## src/rtl/me_pel_feeder.sv

```systemverilog
`default_nettype none
// ============================================================================
//  Module      : me_pel_feeder
//  Description : Source end of the PE pel/enable interface for the full-search
//                motion-estimation array. Reads the NxN template block (TB)
//                and the (N+2R)^2 search window (SW) from two external
//                synchronous-read RAMs. It first feeds the TB chain, then
//                streams the SW once for every vertical candidate offset.
//  Revision    : 1.0 - initial release
// ----------------------------------------------------------------------------
//  Ports
//    clk       clock
//    rst_n     asynchronous active-low reset
//    start     begin one search (sampled only while idle)
//    stall     downstream hold; freezes every counter, state and pipe stage
//    busy      search in progress
//    done      one-cycle pulse when the last SW beat has been emitted
//    tb_ren    TB RAM read enable      tb_addr  TB RAM address (raster)
//    tb_rdata  TB RAM read data (one cycle after tb_ren)
//    sw_ren    SW RAM read enable      sw_addr  SW RAM address (raster)
//    sw_rdata  SW RAM read data (one cycle after sw_ren)
//    pel_tb    TB pel to the array     en_tb    pel_tb valid / shift TB
//    pel_sw    SW pel to the array     en_sw    pel_sw valid / shift SW
//    sw_sol    first pixel of an SW row (qualified by en_sw)
//    sw_eol    last pixel of an SW row  (qualified by en_sw)
//    cand_dy   vertical candidate offset of the current en_sw beat
// ============================================================================
module me_pel_feeder #(
    parameter  int N     = 16,
    parameter  int R     = 8,
    localparam int SW_W  = N + 2*R,
    localparam int TBA_W = $clog2(N*N),
    localparam int SWA_W = $clog2(SW_W*SW_W),
    localparam int DY_W  = $clog2(2*R+1)
) (
    input  logic             clk,
    input  logic             rst_n,
    input  logic             start,
    input  logic             stall,
    output logic             busy,
    output logic             done,
    output logic             tb_ren,
    output logic [TBA_W-1:0] tb_addr,
    input  logic [7:0]       tb_rdata,
    output logic             sw_ren,
    output logic [SWA_W-1:0] sw_addr,
    input  logic [7:0]       sw_rdata,
    output logic [7:0]       pel_tb,
    output logic             en_tb,
    output logic [7:0]       pel_sw,
    output logic             en_sw,
    output logic             sw_sol,
    output logic             sw_eol,
    output logic [DY_W-1:0]  cand_dy
);

    // ------------------------------------------------------------------------
    // Local widths and terminal values
    // ------------------------------------------------------------------------
    localparam int ROW_W = $clog2(N);
    localparam int COL_W = $clog2(SW_W);

    localparam logic [TBA_W-1:0] C_TB_LAST   = TBA_W'(N*N-1);
    localparam logic [ROW_W-1:0] C_ROW_LAST  = ROW_W'(N-1);
    localparam logic [COL_W-1:0] C_COL_LAST  = COL_W'(SW_W-1);
    localparam logic [DY_W-1:0]  C_DY_LAST   = DY_W'(2*R);
    localparam logic [SWA_W-1:0] C_SW_STRIDE = SWA_W'(SW_W);

    localparam logic [1:0] S_IDLE    = 2'd0;
    localparam logic [1:0] S_LOAD_TB = 2'd1;
    localparam logic [1:0] S_SCAN    = 2'd2;
    localparam logic [1:0] S_DRAIN   = 2'd3;

    // ------------------------------------------------------------------------
    // State, address counters and read-pipeline stage
    // ------------------------------------------------------------------------
    logic [1:0]       r_state;
    logic [TBA_W-1:0] r_tb_cnt;
    logic [DY_W-1:0]  r_dy;
    logic [ROW_W-1:0] r_row;
    logic [COL_W-1:0] r_col;
    logic             r_done;

    // Registered copies of the read enables plus the beat side-band, aligned
    // with the RAM data that appears one cycle after the read.
    logic             r_v_tb;
    logic             r_v_sw;
    logic             r_sol_d;
    logic             r_eol_d;
    logic [DY_W-1:0]  r_dy_d;

    logic             w_in_load;
    logic             w_in_scan;
    logic             w_col_last;
    logic             w_row_last;
    logic             w_dy_last;
    logic [SWA_W-1:0] w_sw_row;

    assign w_in_load  = (r_state == S_LOAD_TB);
    assign w_in_scan  = (r_state == S_SCAN);
    assign w_col_last = (r_col == C_COL_LAST);
    assign w_row_last = (r_row == C_ROW_LAST);
    assign w_dy_last  = (r_dy  == C_DY_LAST);

    // ------------------------------------------------------------------------
    // Control FSM and address counters. Nothing but the idle->load decision
    // moves while stall is high; the start pulse is honoured even when stall
    // is asserted so that it is never lost.
    // ------------------------------------------------------------------------
    always_ff @(posedge clk or negedge rst_n) begin
        if (!rst_n) begin
            r_state  <= S_IDLE;
            r_tb_cnt <= '0;
            r_dy     <= '0;
            r_row    <= '0;
            r_col    <= '0;
            r_done   <= 1'b0;
        end else begin
            r_done <= 1'b0;
            case (r_state)
                S_IDLE: begin
                    if (start) begin
                        r_state <= S_LOAD_TB;
                    end
                end
                S_LOAD_TB: begin
                    if (!stall) begin
                        if (r_tb_cnt == C_TB_LAST) begin
                            r_tb_cnt <= '0;
                            r_state  <= S_SCAN;
                        end else begin
                            r_tb_cnt <= r_tb_cnt + TBA_W'(1);
                        end
                    end
                end
                S_SCAN: begin
                    // Column is the fastest index, then row inside the
                    // candidate band, then the vertical candidate offset.
                    if (!stall) begin
                        if (w_col_last) begin
                            r_col <= '0;
                            if (w_row_last) begin
                                r_row <= '0;
                                if (w_dy_last) begin
                                    r_dy    <= '0;
                                    r_state <= S_DRAIN;
                                end else begin
                                    r_dy <= r_dy + DY_W'(1);
                                end
                            end else begin
                                r_row <= r_row + ROW_W'(1);
                            end
                        end else begin
                            r_col <= r_col + COL_W'(1);
                        end
                    end
                end
                S_DRAIN: begin
                    // The last SW read is sitting in the RAM output; it leaves
                    // on the first unstalled cycle, which is also when the
                    // search is reported complete.
                    if (!stall) begin
                        r_state <= S_IDLE;
                        r_done  <= 1'b1;
                    end
                end
                default: begin
                    r_state <= S_IDLE;
                end
            endcase
        end
    end

    // ------------------------------------------------------------------------
    // Read pipeline. While stalled the RAMs are not read, so their outputs
    // hold the last word; keeping the valid flags frozen lets that word be
    // emitted exactly once when the stall lifts.
    // ------------------------------------------------------------------------
    always_ff @(posedge clk or negedge rst_n) begin
        if (!rst_n) begin
            r_v_tb  <= 1'b0;
            r_v_sw  <= 1'b0;
            r_sol_d <= 1'b0;
            r_eol_d <= 1'b0;
            r_dy_d  <= '0;
        end else if (!stall) begin
            r_v_tb  <= w_in_load;
            r_v_sw  <= w_in_scan;
            r_sol_d <= w_in_scan && (r_col == '0);
            r_eol_d <= w_in_scan && w_col_last;
            r_dy_d  <= w_in_scan ? r_dy : '0;
        end
    end

    // ------------------------------------------------------------------------
    // SW address: row (dy + r) of the window, column c. The largest row index
    // is 2R+N-1 = SW_W-1, so the result stays within SW_W*SW_W-1.
    // ------------------------------------------------------------------------
    assign w_sw_row = SWA_W'(r_dy) + SWA_W'(r_row);
    assign sw_addr  = w_sw_row * C_SW_STRIDE + SWA_W'(r_col);

    // ------------------------------------------------------------------------
    // Outputs
    // ------------------------------------------------------------------------
    assign busy    = (r_state != S_IDLE);
    assign done    = r_done;

    assign tb_ren  = w_in_load & ~stall;
    assign tb_addr = r_tb_cnt;
    assign sw_ren  = w_in_scan & ~stall;

    assign pel_tb  = tb_rdata;
    assign pel_sw  = sw_rdata;
    assign en_tb   = r_v_tb & ~stall;
    assign en_sw   = r_v_sw & ~stall;

    assign sw_sol  = r_sol_d & en_sw;
    assign sw_eol  = r_eol_d & en_sw;
    assign cand_dy = en_sw ? r_dy_d : '0;

endmodule
`default_nettype wire

```

## config.mk

```make
export PLATFORM = sky130hd
export DESIGN_NAME = me_pel_feeder
export DESIGN_NICKNAME = d
export VERILOG_FILES = /design/src/rtl/me_pel_feeder.sv
export SDC_FILE = /design/constraint.sdc
export NUM_CORES = 1
export LEC_CHECK = 0
export CAP_MARGIN = 40
export CORE_MARGIN = 10
export CORE_UTILIZATION = 25
export CTS_CLUSTER_DIAMETER = 30
export DETAILED_ROUTE_END_ITERATION = 10
export DONT_BUFFER_PORTS = 1
export GPL_TIMING_DRIVEN = 0
export PLACE_DENSITY = 0.49
export SETUP_SLACK_MARGIN = 0.2
export SYNTH_ARGS = -nofsm -noshare
export SYNTH_HDL_FRONTEND = slang
export SYNTH_SLANG_ARGS = --single-unit
```

## constraint.sdc

```tcl
create_clock -name clk -period 4 [get_ports clk]
set_clock_uncertainty 0.05 [all_clocks]
set_input_delay 0.4 -clock clk [delete_from_list [all_inputs] [get_ports clk]]
set_output_delay 0.4 -clock clk [all_outputs]
set_load 0.02 [all_outputs]
```

==> flow_summary.toml <==
[status]
outcome = "finished clean"

[layout]
nNetsFinal = 253
drive_above_1_share_pct = 17.05
stdcell_count = 319
n_fill_cell = 836
antennaDiodeCount = 0
area_growth_pct = 12.34

[placed_design]
place_congestion = 0.7117
dp_worst_setup_slack_ns = 1.779
placed_cells = 309
hpwl_um = 3577
portBuffers = 0

[floorplanning]
io_pins = 67
start_util_pct = 25.83
die_area_um2 = 12060
design.core.area_um2 = 7807
chipHeight_um = 109.8
die_w_um = 109.8
row_count = 32

[synth]
synth_top_family_by_area = "simple AND/OR/NAND/NOR gates"
yosysMostFrequentCell = "dfrtp_1"
synthMuxAreaShare_pct = 2.357
synth_simple_gate_area_share_pct = 18.42
yosysTopAreaCellShare_pct = 42.18
synth_edf_count = 0
yosysSeqAreaShare_pct = 42.18
syn-num-nets = 244
synth_compound_area_share_pct = 10.79
synth_xor_area_share_pct = 4.777
synth_warnings = 0
synth_cells = 207
avgSynthCellArea_um2 = 9.744
netlist_top_cells_count = "dfrtp_1 (34), nand2_1 (27), buf_4 (18)"
yosysTopAreaCell = "dfrtp_1"
synthTopCellsByArea = "dfrtp_1 (42%), ha_1 (9.9%), buf_4 (6.7%), nand2_1 (5.0%), o21ai_0 (4.0%)"
synthDistinctLibCells = 40
synth-adder-area-share_pct = 10.92
synthArstFlopShare_pct = 100.0
netlist_area_um2 = 2017
synthFlopType = "dfrtp_1"
yosys_register_bits = 34

[clocking]
cts_buffers = 5
clock_path_buffers = 2
cts.clk_slew.worst_paths_ns = 0.07
cts_tree = "done"
clock_sinks = 34
cts-resized-gates = 0
cts_setup_buffers = 0
htree_levels = 2
cts-root-buf = "clkbuf_8"
hold_buffers = 2
clk_latency_ns = 0.29

[sta]
setup_viol = 0
max_freq_mhz = 398.2
finalCritPeriodShare_pct = 62.79
tightest_slew_ns = 0.6930
rsz0062_at_grt = "false"
finalHoldViolations = 0
maxSlewViolCount = 0
tns_ns = 0
fin_crit_ns = 2.511
slew_headroom_pct = 53.70
worst_slack_ns = 1.489

[pwr]
switching_power_uw = 254.8
power.density_nw_per_um2 = 356.1
clkPwrFrac_pct = 32.8
seqPwrFrac_pct = 56.0
power_uw = 806.9
power_frac_comb_pct = 11.2
p_leak_nw = 1.082
max-vdd-ir-drop_mv = 0.1137
p_int_uw = 552.1
switching_share_pct = 31.58

[critical_path]
worstPathRequired_ns = 3.55
worstPathMaxFanout = 6
cp_common_cell = "inv_1"
max_stage_delay_ns = 0.45
crit_arrival_ns = 2.06
crit_slowest_cell = "dfrtp_1"
worstPathCellList = "ha_1, inv_1, fa_1, inv_1, a21o_1, a21oi_1, xnor2_1"
setup.worst_path.start_class = "flop"
critPathKind = "reg2out"
endpoint_kind = "output pin"

[global_routing]
grt-ovfl-total = 0
grt_max_degree = 35
grt_use_total_pct = 7.558
antenna_found_initial = 0
grt_first_pass_wirelength_um = 7224
grt_pass1_vias = 1390

[drt]
num_vias = 1452
drt-pass1-iter-count = 4
routed_via_density = 4.552
routed_wl_um = 4623
ant_nets = 0
wl_per_cell_um = 14.49
first_iter_violations = 58
post-route-drc-count = 0

[min_path]
worstHoldPathType = "in2reg"

[run]
drv_cap = 0
[final timing paths]
path                       startpoint         end  slack, ns  cells past startpoint
min in group asynchronous       rst_n  tb_addr[7]       0.52                      2
max                          r_row[0]  sw_addr[9]       1.49                      7
max in group asynchronous       rst_n        done       3.19                      2
min                             start  r_state[0]       0.34                      2
max reg2reg                  r_col[1]     r_dy[4]       1.83                      8
min reg2reg                    r_v_sw      r_v_sw       0.42                      2
[cells in the final DEF, fill, tap and decap left out, types with 7 or more instances in the layout]
| master | count |
|---|---|
| dfrtp_1 | 34 |
| ha_1 | 16 |
| nand4_1 | 7 |
| o21ai_0 | 16 |
| inv_1 | 14 |
| buf_4 | 18 |
| and2_1 | 8 |
| nand2_1 | 27 |
| nor2_1 | 8 |
| xnor2_1 | 7 |
[routing by layer]
metal | GRT usage, % | vias up | share of wire [%]
li1 | - | 702 | -
met1 | 9.731 | 695 | 47
met2 | 11.09 | 50 | 43
met3 | 2.867 | 5 | 9.0
met4 | 3.067 | 0 | 1.5
met5 | 0 | - | 0
[cell type report]
class                   instances  area, um2  area share [%]
plain buffers                  22      160.2           7.068
clock buffers                   7      86.33           3.810
clock inverters                 1      5.005          0.2209
inverters                      14      52.55           2.319
multi-input cells             137      953.4           42.08
flip-flops and latches         34      850.8           37.55
well taps                     102      127.6           5.632
repair buffers                  2      30.03           1.325
[logic make-up after synthesis]
logic type / Yosys count
compound gates: 34
xor+xnor: 11
fa+ha+maj: 17
buf+inv: 36
flops: 34
mux: 4
simple gates: 71
[worst max-delay path: cells and delay by family, from the launching register on]
kind            cells  cell delay (ns)
xor+xnor            1             0.42
buf+inv             2             0.13
fa+ha+maj           2             0.61
flops               1             0.45
compound gates      2             0.18
[sequential cells by signal (all words and copies together), names as in the netlist]
| register | cells |
|---|---|
| r_v_tb | 1 |
| r_sol_d | 1 |
| r_state | 2 |
| r_row | 4 |
| done | 1 |
| r_eol_d | 1 |
| r_col | 5 |
| tb_addr | 8 |
| r_dy | 5 |
| r_dy_d | 5 |
| r_v_sw | 1 |
[metrics by stage]
stage / hold WS (ns) / cell area [um2] / utilization [%]
4_1_cts: 0.3311 / 2266 / 29.02
6_report: 0.3423 / 2266 / 29.02
3_3_place_gp: 0.05622 / 2145 / 27.47
5_1_grt: 0.3702 / 2266 / 29.02
2_1_floorplan: 0.05441 / 2017 / -
3_5_place_dp: 0.05628 / 2145 / 27.47
[power by group through the flow]
stage | registers [mW] | logic [mW] | clock network, mW
final | 0.452 | 0.0902 | 0.265
after global routing | 0.458 | 0.100 | 0.290
after CTS | 0.453 | 0.0922 | 0.276
after detailed placement | 0.459 | 0.0813 | 0
after global placement | 0.461 | 0.0804 | 0
after floorplan | 0.445 | 0.0724 | 0
(Power assumes the default switching activity.)
